[src/rtl/mvm_gen.sv]
// ============================================================================
//  Module   : mvm_gen
//  Brief    : Matrix-vector multiplier y = A*x with P parallel MAC lanes,
//             serial operand loading and serial result streaming.
//  Revision : 1.0
// ============================================================================
`default_nettype none

module mvm_gen #(
    parameter int M   = 12,
    parameter int N   = 12,
    parameter int T   = 8,
    parameter int P   = 1,
    parameter int SAT = 0
) (
    input  logic                  clk,
    input  logic                  reset,
    input  logic                  loadMatrix,
    input  logic                  loadVector,
    input  logic                  start,
    input  logic signed [T-1:0]   data_in,
    output logic                  busy,
    output logic                  done,
    output logic                  out_valid,
    output logic signed [2*T-1:0] data_out,
    output logic                  overflow
);

    localparam int c_OW  = 2 * T;
    localparam int c_G   = M / P;
    localparam int c_AW  = c_OW + $clog2(N);
    localparam int c_MA  = (M * N > 1) ? $clog2(M * N) : 1;
    localparam int c_XA  = (N > 1) ? $clog2(N) : 1;
    localparam int c_YA  = (M > 1) ? $clog2(M) : 1;
    localparam int c_EW  = $clog2(M * N + 1);
    localparam int c_KW  = $clog2(N + 1);
    localparam int c_GW  = $clog2(c_G + 1);
    localparam int c_OIW = $clog2(M + 1);

    localparam logic signed [c_AW-1:0] c_MAX = {{(c_AW-c_OW+1){1'b0}}, {(c_OW-1){1'b1}}};
    localparam logic signed [c_AW-1:0] c_MIN = {{(c_AW-c_OW+1){1'b1}}, {(c_OW-1){1'b0}}};

    typedef enum logic [2:0] {
        S_IDLE    = 3'd0,
        S_LOAD_A  = 3'd1,
        S_LOAD_X  = 3'd2,
        S_COMPUTE = 3'd3,
        S_DRAIN   = 3'd4,
        S_OUTPUT  = 3'd5
    } state_t;

    state_t               r_state;
    logic                 r_arm;
    logic [c_EW-1:0]      r_cnt;
    logic [c_KW-1:0]      r_k;
    logic [c_GW-1:0]      r_g;
    logic                 r_drain;
    logic [c_OIW-1:0]     r_oidx;

    logic signed [T-1:0]    r_mat [M*N];
    logic signed [T-1:0]    r_vec [N];
    logic signed [c_OW-1:0] r_y   [M];

    logic                   r_p1_v;
    logic                   r_p1_first;
    logic                   r_p1_last;
    logic [c_GW-1:0]        r_p1_g;
    logic signed [c_OW-1:0] r_prod [P];
    logic signed [c_AW-1:0] r_acc  [P];

    logic                   w_load_a;
    logic                   w_load_x;
    logic                   w_load;
    logic                   w_start_go;
    logic signed [T-1:0]    w_a    [P];
    logic signed [T-1:0]    w_x;
    logic signed [c_AW-1:0] w_sum  [P];
    logic signed [c_OW-1:0] w_fin  [P];
    logic [c_YA-1:0]        w_yaddr[P];
    logic [P-1:0]           w_ovf;

    // Deassertion of the async reset is retimed: commands are honoured only
    // once this flag has been set by the first edge after release.
    always_ff @(posedge clk or negedge reset) begin
        if (!reset) r_arm <= 1'b0;
        else        r_arm <= 1'b1;
    end

    assign w_load_a   = r_arm && loadMatrix;
    assign w_load_x   = r_arm && loadVector && !loadMatrix;
    assign w_load     = w_load_a || w_load_x;
    assign w_start_go = (r_state == S_IDLE) && r_arm && start && !w_load;

    always_ff @(posedge clk or negedge reset) begin
        if (!reset) begin
            r_state   <= S_IDLE;
            r_cnt     <= '0;
            r_k       <= '0;
            r_g       <= '0;
            r_drain   <= 1'b0;
            r_oidx    <= '0;
            busy      <= 1'b0;
            done      <= 1'b0;
            out_valid <= 1'b0;
            data_out  <= '0;
        end else begin
            done <= 1'b0;
            case (r_state)
                S_IDLE, S_LOAD_A, S_LOAD_X: begin
                    if (w_load_a) begin
                        r_state <= S_LOAD_A;
                        r_cnt   <= '0;
                    end else if (w_load_x) begin
                        r_state <= S_LOAD_X;
                        r_cnt   <= '0;
                    end else if (r_state == S_IDLE) begin
                        if (w_start_go) begin
                            r_state <= S_COMPUTE;
                            busy    <= 1'b1;
                            r_k     <= '0;
                            r_g     <= '0;
                        end
                    end else if (r_state == S_LOAD_A) begin
                        if (r_cnt == c_EW'(M * N - 1)) r_state <= S_IDLE;
                        else                           r_cnt   <= r_cnt + 1'b1;
                    end else begin
                        if (r_cnt == c_EW'(N - 1)) r_state <= S_IDLE;
                        else                       r_cnt   <= r_cnt + 1'b1;
                    end
                end
                S_COMPUTE: begin
                    if (r_k == c_KW'(N - 1)) begin
                        r_k <= '0;
                        if (r_g == c_GW'(c_G - 1)) begin
                            r_state <= S_DRAIN;
                            r_drain <= 1'b0;
                        end else begin
                            r_g <= r_g + 1'b1;
                        end
                    end else begin
                        r_k <= r_k + 1'b1;
                    end
                end
                S_DRAIN: begin
                    if (r_drain) begin
                        done    <= 1'b1;
                        r_state <= S_OUTPUT;
                        r_oidx  <= '0;
                    end else begin
                        r_drain <= 1'b1;
                    end
                end
                S_OUTPUT: begin
                    if (r_oidx == c_OIW'(M)) begin
                        out_valid <= 1'b0;
                        busy      <= 1'b0;
                        r_state   <= S_IDLE;
                    end else begin
                        out_valid <= 1'b1;
                        data_out  <= r_y[c_YA'(r_oidx)];
                        r_oidx    <= r_oidx + 1'b1;
                    end
                end
                default: r_state <= S_IDLE;
            endcase
        end
    end

    // Operand fetch for the current (group, column) issue slot.
    always_comb begin
        w_x = r_vec[c_XA'(r_k)];
        for (int p = 0; p < P; p++) begin
            w_a[p] = r_mat[c_MA'((int'(r_g) * P + p) * N + int'(r_k))];
        end
    end

    always_ff @(posedge clk or negedge reset) begin
        if (!reset) begin
            r_p1_v     <= 1'b0;
            r_p1_first <= 1'b0;
            r_p1_last  <= 1'b0;
            r_p1_g     <= '0;
            for (int p = 0; p < P; p++) r_prod[p] <= '0;
        end else begin
            r_p1_v     <= (r_state == S_COMPUTE);
            r_p1_first <= (r_k == '0);
            r_p1_last  <= (r_k == c_KW'(N - 1));
            r_p1_g     <= r_g;
            for (int p = 0; p < P; p++) begin
                r_prod[p] <= c_OW'(w_a[p]) * c_OW'(w_x);
            end
        end
    end

    // Accumulate, then range-check and wrap/clamp at the last column of a row.
    always_comb begin
        for (int p = 0; p < P; p++) begin
            w_sum[p]   = (r_p1_first ? {c_AW{1'b0}} : r_acc[p]) + c_AW'(r_prod[p]);
            w_ovf[p]   = (w_sum[p] > c_MAX) || (w_sum[p] < c_MIN);
            w_yaddr[p] = c_YA'(int'(r_p1_g) * P + p);
            if (w_ovf[p] && (SAT != 0))
                w_fin[p] = w_sum[p][c_AW-1] ? c_MIN[c_OW-1:0] : c_MAX[c_OW-1:0];
            else
                w_fin[p] = w_sum[p][c_OW-1:0];
        end
    end

    always_ff @(posedge clk or negedge reset) begin
        if (!reset) begin
            overflow <= 1'b0;
            for (int p = 0; p < P; p++) r_acc[p] <= '0;
        end else begin
            if (r_p1_v) begin
                for (int p = 0; p < P; p++) r_acc[p] <= w_sum[p];
            end
            if (w_start_go)
                overflow <= 1'b0;
            else if (r_p1_v && r_p1_last && (|w_ovf))
                overflow <= 1'b1;
        end
    end

    // Operand and result storage deliberately carries no reset.
    always_ff @(posedge clk) begin
        if (r_state == S_LOAD_A && !w_load) r_mat[c_MA'(r_cnt)] <= data_in;
        if (r_state == S_LOAD_X && !w_load) r_vec[c_XA'(r_cnt)] <= data_in;
        if (r_p1_v && r_p1_last) begin
            for (int p = 0; p < P; p++) r_y[w_yaddr[p]] <= w_fin[p];
        end
    end

endmodule

`default_nettype wire

[config.mk]
export PLATFORM = sky130hd
export DESIGN_NAME = mvm_gen
export DESIGN_NICKNAME = d
export VERILOG_FILES = /design/src/rtl/mvm_gen.sv
export SDC_FILE = /design/constraint.sdc
export NUM_CORES = 2
export LEC_CHECK = 0
export CAP_MARGIN = 20
export CORE_ASPECT_RATIO = 0.6
export CORE_MARGIN = 10
export CORE_UTILIZATION = 36
export DETAILED_ROUTE_END_ITERATION = 10
export HOLD_SLACK_MARGIN = 0.03
export REMOVE_ABC_BUFFERS = 1
export SKIP_LAST_GASP = 1
export SYNTH_ARGS = -nofsm -noshare
export SYNTH_HDL_FRONTEND = slang
export SYNTH_SLANG_ARGS = --single-unit
[constraint.sdc]
create_clock -name clk -period 7.8 [get_ports clk]
set_clock_uncertainty 0.2 [all_clocks]
set_input_delay 1.56 -clock clk [delete_from_list [all_inputs] [get_ports clk]]
set_output_delay 1.56 -clock clk [all_outputs]
set_load 0.02 [all_outputs]
-- Word-level counts from Yosys, hierarchy flattened
Memories as Yosys holds them, arrays and structs flattened. A register that Yosys moved wholly into a read port is not among the register bits.
Cells that the tools add are included.
- flip-flop bits (word level): 72
- memories kept: 3
- memory bits (writable): 1440
- memory bits (read-only): 0
- word-level logic and storage cells: 139
- input bits: 13
- bits in latches: 0
- memories (memory ; depth ; bits a word ; read ports ; clocked after Yosys merged registers in ; wr ports ; line ; RTL):
    r_mat ; 144 ; 8 ; 1 ; 0 ; 1 ; 60 ; logic signed [T-1:0] r_mat [M*N];
    r_y ; 12 ; 16 ; 1 ; 1 ; 1 ; 62 ; logic signed [c_OW-1:0] r_y [M];
    r_vec ; 12 ; 8 ; 1 ; 0 ; 1 ; 61 ; logic signed [T-1:0] r_vec [N];
- divide/modulo/power cells: 0
- shift operators: 0
- mux-type cells: 51
- reductions and logical operators: 31
- bitwise logic cells: 1
- eq/ne operators: 26
- $lt $le $gt $ge: 2
- multipliers: 2
- add/subtract/negate cells: 6
- operators by type and width (cell ; count):
    8-bit two-way mux ; 6
    4-bit two-way mux ; 9
    3-bit two-way mux ; 11
    4-bit case mux with 2 select lines ; 3
    20-bit adder ; 1
    20-bit by 16-bit greater-than comparator with 1-bit output (second input constant) ; 1
    20-bit by 16-bit < comparator with 1-bit output (second input constant) ; 1
    20-bit two-way mux ; 1
    2-bit inequality test (second input constant) ; 10
    1-bit two-way mux ; 18
    8-bit by 8-bit multiplier with 16-bit output ; 1
    7-bit AND reduction ; 2
    4-bit by 1-bit adder with 4-bit output (second input constant) ; 3
    4-bit equality test (second input constant) ; 3
    6-bit inequality test (second input constant) ; 2
    3-bit case mux with 4 select lines ; 1
    1-bit logical AND ; 10
    2-bit nonzero test ; 5
    8-bit by 1-bit adder with 8-bit output (second input constant) ; 1
    8-bit by 4-bit adder with 8-bit output ; 1
    8-bit by 4-bit equality test with 1-bit output (second input constant) ; 1
    8-bit equality test (second input constant) ; 1
    3-bit by 2-bit equality test with 1-bit output (second input constant) ; 2
    3-bit equality test (second input constant) ; 2
    other kinds (18) ; 23

-- Longest topological paths before layout
- depth in word-level cells: 10
- depth in mapped cells: 28
- mapped depth without buffers: 27

-- Worst setup path after synthesis
OpenSTA, ideal clock, no wires.
- kind: register to register
- from: reg r_g[0]
- to: reg r_prod[14] (netlist bit)
- stages on the path, launching flop included: 28
- clock period less this slack: 7.163 ns
- slack: 0.637 ns
- data arrival time: 6.829 ns
- cells stage by stage: dfrtp_1 > ha_1 > fa_1 > xnor2_1 > nand3_1 > xnor3_1 > buf_1 > mux4_2 > mux2i_1 > nor2_1 > a21oi_2 > nor2_1 > fa_1 > inv_1 > fa_1 > inv_1 > fa_1 > inv_1 > fa_1 > inv_1 > ha_1 > o21ai_0 > a21boi_0 > o21ai_0 > a21boi_0 > o21a_1 > o21a_1 > o211ai_1
- word-level cells in the longest chain between the ends: 4
- ends and longest elaborated chain (item ; line ; RTL):
    from (decl) ; 56 ; logic [c_GW-1:0] r_g;
    from (signal assigned) ; 138 ; r_g <= r_g + 1'b1;
    4-bit by 2-bit multiplier with 6-bit output ; 173 ; w_a[p] = r_mat[c_MA'((int'(r_g) * P + p) * N + int'(r_k))];
    8-bit by 4-bit adder with 8-bit output ; 173 ;
    memory 144 x 8 bit ; - ;
    8-bit by 8-bit multiplier with 16-bit output ; 190 ; r_prod[p] <= c_OW'(w_a[p]) * c_OW'(w_x);
    to (signal, indexed assignment) ; 190 ;
    to (decl) ; 68 ; logic signed [c_OW-1:0] r_prod [P];
Every way passes these cells.
A chain may end at the register's enable or synchronous reset.

-- Worst setup path in the final report
Same ends and word-level chain as after synthesis.

==> metrics.cfg <==
[status]
status=complete, no violations

[clock_tree]
post_cts_hold_buffer_count=0
clk_pin_slew_ns=0.06
cts_tree=done
post_cts_buffers=0
cts_made_buffers=144
clock_path_buffers=4
cts_max_level=4
clkLatencyLatePin_ns=0.79
cts-root-buf=clkbuf_16
cts.sinks=1528
postCtsResizedCells=0

[setup_path]
cp_num_buf_inv=4
crit_path_start=r_g[0]$_DFFE_PN0P_
arrival_ns=7.99
r2r_slack_ns=0.27
critPathSlowestCell=fa_4
path_class=reg2reg
cp.required_ns=8.26
critPathMaxFanout=20
cpLargestDelayFamily=adder cells
slowest_delay_ns=0.86
startpoint_type=flip-flop
crit_path_end_kind=flip-flop
reg2reg_from=r_g[0]$_DFFE_PN0P_

[yosys]
synth_area_per_cell_um2=20.2
ys_top_cells_by_area=edfxtp_1, mux4_2, dfrtp_1, fa_1, nor2_1
synth_cell_types=61
synth_top_area_share_pct=69.1
ys_ff_latch=1528
synth-main-ff-cell=edfxtp_1
async_flop_share_pct=5.76
ys_seq_area_share_pct=72.6
synth_most_common_cell=edfxtp_1
synth_top_area_cell=edfxtp_1
syn_inst=3098
synth_commonest_cells=edfxtp_1, mux4_2, nor2_1
synth_edf_count=1440
yosys_warnings=0
synth_area_um2=62600

[placement]
dp.cells=5385
portBuffers=32
placed_area_um2=66600
dpl.hpwl_um=99300
gp_congestion=0.805

[global_route]
grt_usage_pct=16.0
antenna_found_initial=13
gr-total-overflow=0
grt_max_degree=97
grt_pass1_wl_um=225000
grt_pass1_vias=30377

[routing]
ant_nets=0
routed_wl_um=155000
firstDrtPassIters=5
wire_per_inst_um=27.5
drc=0
drt_iter0_drc=3744
via_per_inst=5.45
num_vias=30745

[finish]
final_nets=3391
multi_input_area_um2=16300
final_area_um2=71100
area_growth_pct=13.5
fin_util_pct=41.2
stdcell_count=5645
fillCellCount=15060
layout-drive-gt1-share_pct=25.4
seq_area_um2=45500

[floorplanning]
start_util_pct=36.2
ios=33
fp.dieH_um=343
num_rows=118
die_x_um=558
core_um2=173000
die_area_um2=192000

[job]
maxCapViolations=0

[sta]
fin_crit_sh_pct=96.5
rsz0062_at_grt=no
finalHoldViolations=0
final.setup.tns_ns=0
slew-limit-headroom_pct=26.3
finalSetupViolations=0
period_needed_ns=7.53
fmax_ghz=0.133
drv_slew=0
worst_pin_slew_ns=1.10

[min_path]
hold_path.class=reg2reg
hold_start=data_out[10]$_DFFE_PN0P_

[placed cells by master (no fill, tap or decap), types with 32 or more instances in the layout]
cell type / Yosys / routed
a21oi_1: 63 / 63
buf_4: 3 / 95
clkbuf_16: 0 / 148
dfrtp_1: 88 / 84
edfxtp_1: 1440 / 1440
fa_1: 59 / 58
ha_1: 63 / 62
inv_1: 101 / 101
mux2i_1: 32 / 32
mux4_2: 448 / 448
nand2_1: 73 / 73
nor2_1: 278 / 269
nor2b_1: 34 / 34
o21ai_0: 48 / 47
[state kept, by name, indices dropped and copies added (netlist names)]
name	cells
data_out	16
r_prod	16
r_state	3
done	1
r_p1_v	1
r_mat	1152
overflow	1
r_y	192
r_cnt	8
r_p1_last	1
r_acc	20
out_valid	1
r_p1_g	4
r_p1_first	1
r_oidx	4
busy	1
r_arm	1
r_g	4
r_drain	1
r_k	4
r_vec	96
[layer usage]
layer	track usage, %	wire length (µm)	share of wire, %
met2	20.0	60400	39
met3	7.01	19700	13
met4	2.47	2080	1.3
met1	25.4	73100	47
met5	0	13	0.0084
[worst paths after layout]
path                                       endpoint  cells after the start
max                            r_prod[14]$_DFF_PN0_                     25
min                        data_out[10]$_DFFE_PN0P_                      2
max reg2reg                    r_prod[14]$_DFF_PN0_                     25
min reg2reg                data_out[10]$_DFFE_PN0P_                      2
max in group asynchronous        r_k[1]$_DFFE_PN0P_                      2
min in group asynchronous  data_out[11]$_DFFE_PN0P_                      1
[stage by stage]
step	hold slack [ns]	setup slack, ns
2_1_floorplan	0.236	-10.01
3_3_place_gp	0.267	0.208
3_5_place_dp	0.275	0.259
4_1_cts	0.288	0.196
5_1_grt	0.314	0.00615
6_report	0.285	0.273
[cells by family (layout without fill, tap and decap cells)]
logic type               count (synthesis)  after routing  synth area share [%]
XOR/XNOR                                39             39                 0.568
multiplexers                           497            497                  16.9
AO/OA/AOI/OAI                          178            178                  1.72
flip-flops                            1528           1528                  72.6
buffers and inverters                  245            509                  1.60
other                                    1              4               0.00599
adder cells (fa/ha/maj)                122            122                  3.15
AND/OR/NAND/NOR                        488            488                  3.45
[worst reg2reg max path, cell delays in order, from the launching register on]
cell,delay (ns)
dfrtp_1,0.38
ha_1,0.35
fa_4,0.87
buf_12,0.21
mux4_2,0.45
mux4_2,0.57
mux2i_1,0.28
nor2_1,0.08
a21oi_2,0.20
buf_4,0.19
nor2_1,0.05
ha_1,0.31
fa_1,0.51
inv_1,0.06
fa_1,0.50
fa_1,0.49
inv_1,0.04
ha_1,0.30
nor2b_1,0.15
o21ai_0,0.25
a21boi_1,0.14
o21ai_1,0.18
a21boi_1,0.11
o21a_1,0.20
o21a_1,0.19
o211ai_1,0.16
[area by class of cell]
class | count | share of cell area, %
inverters | 101 | 0.533
multi-input cells | 1325 | 22.9
well taps | 2280 | 4.01
diodes | 3 | 0.0106
repair buffers | 156 | 2.39
clock inverters | 85 | 0.954
clock buffers | 167 | 5.29
flip-flops and latches | 1528 | 63.9
Power is left out: the tool's default activity adds up to more than one toggle a clock period on the data nets, which glitch-free logic cannot reach.
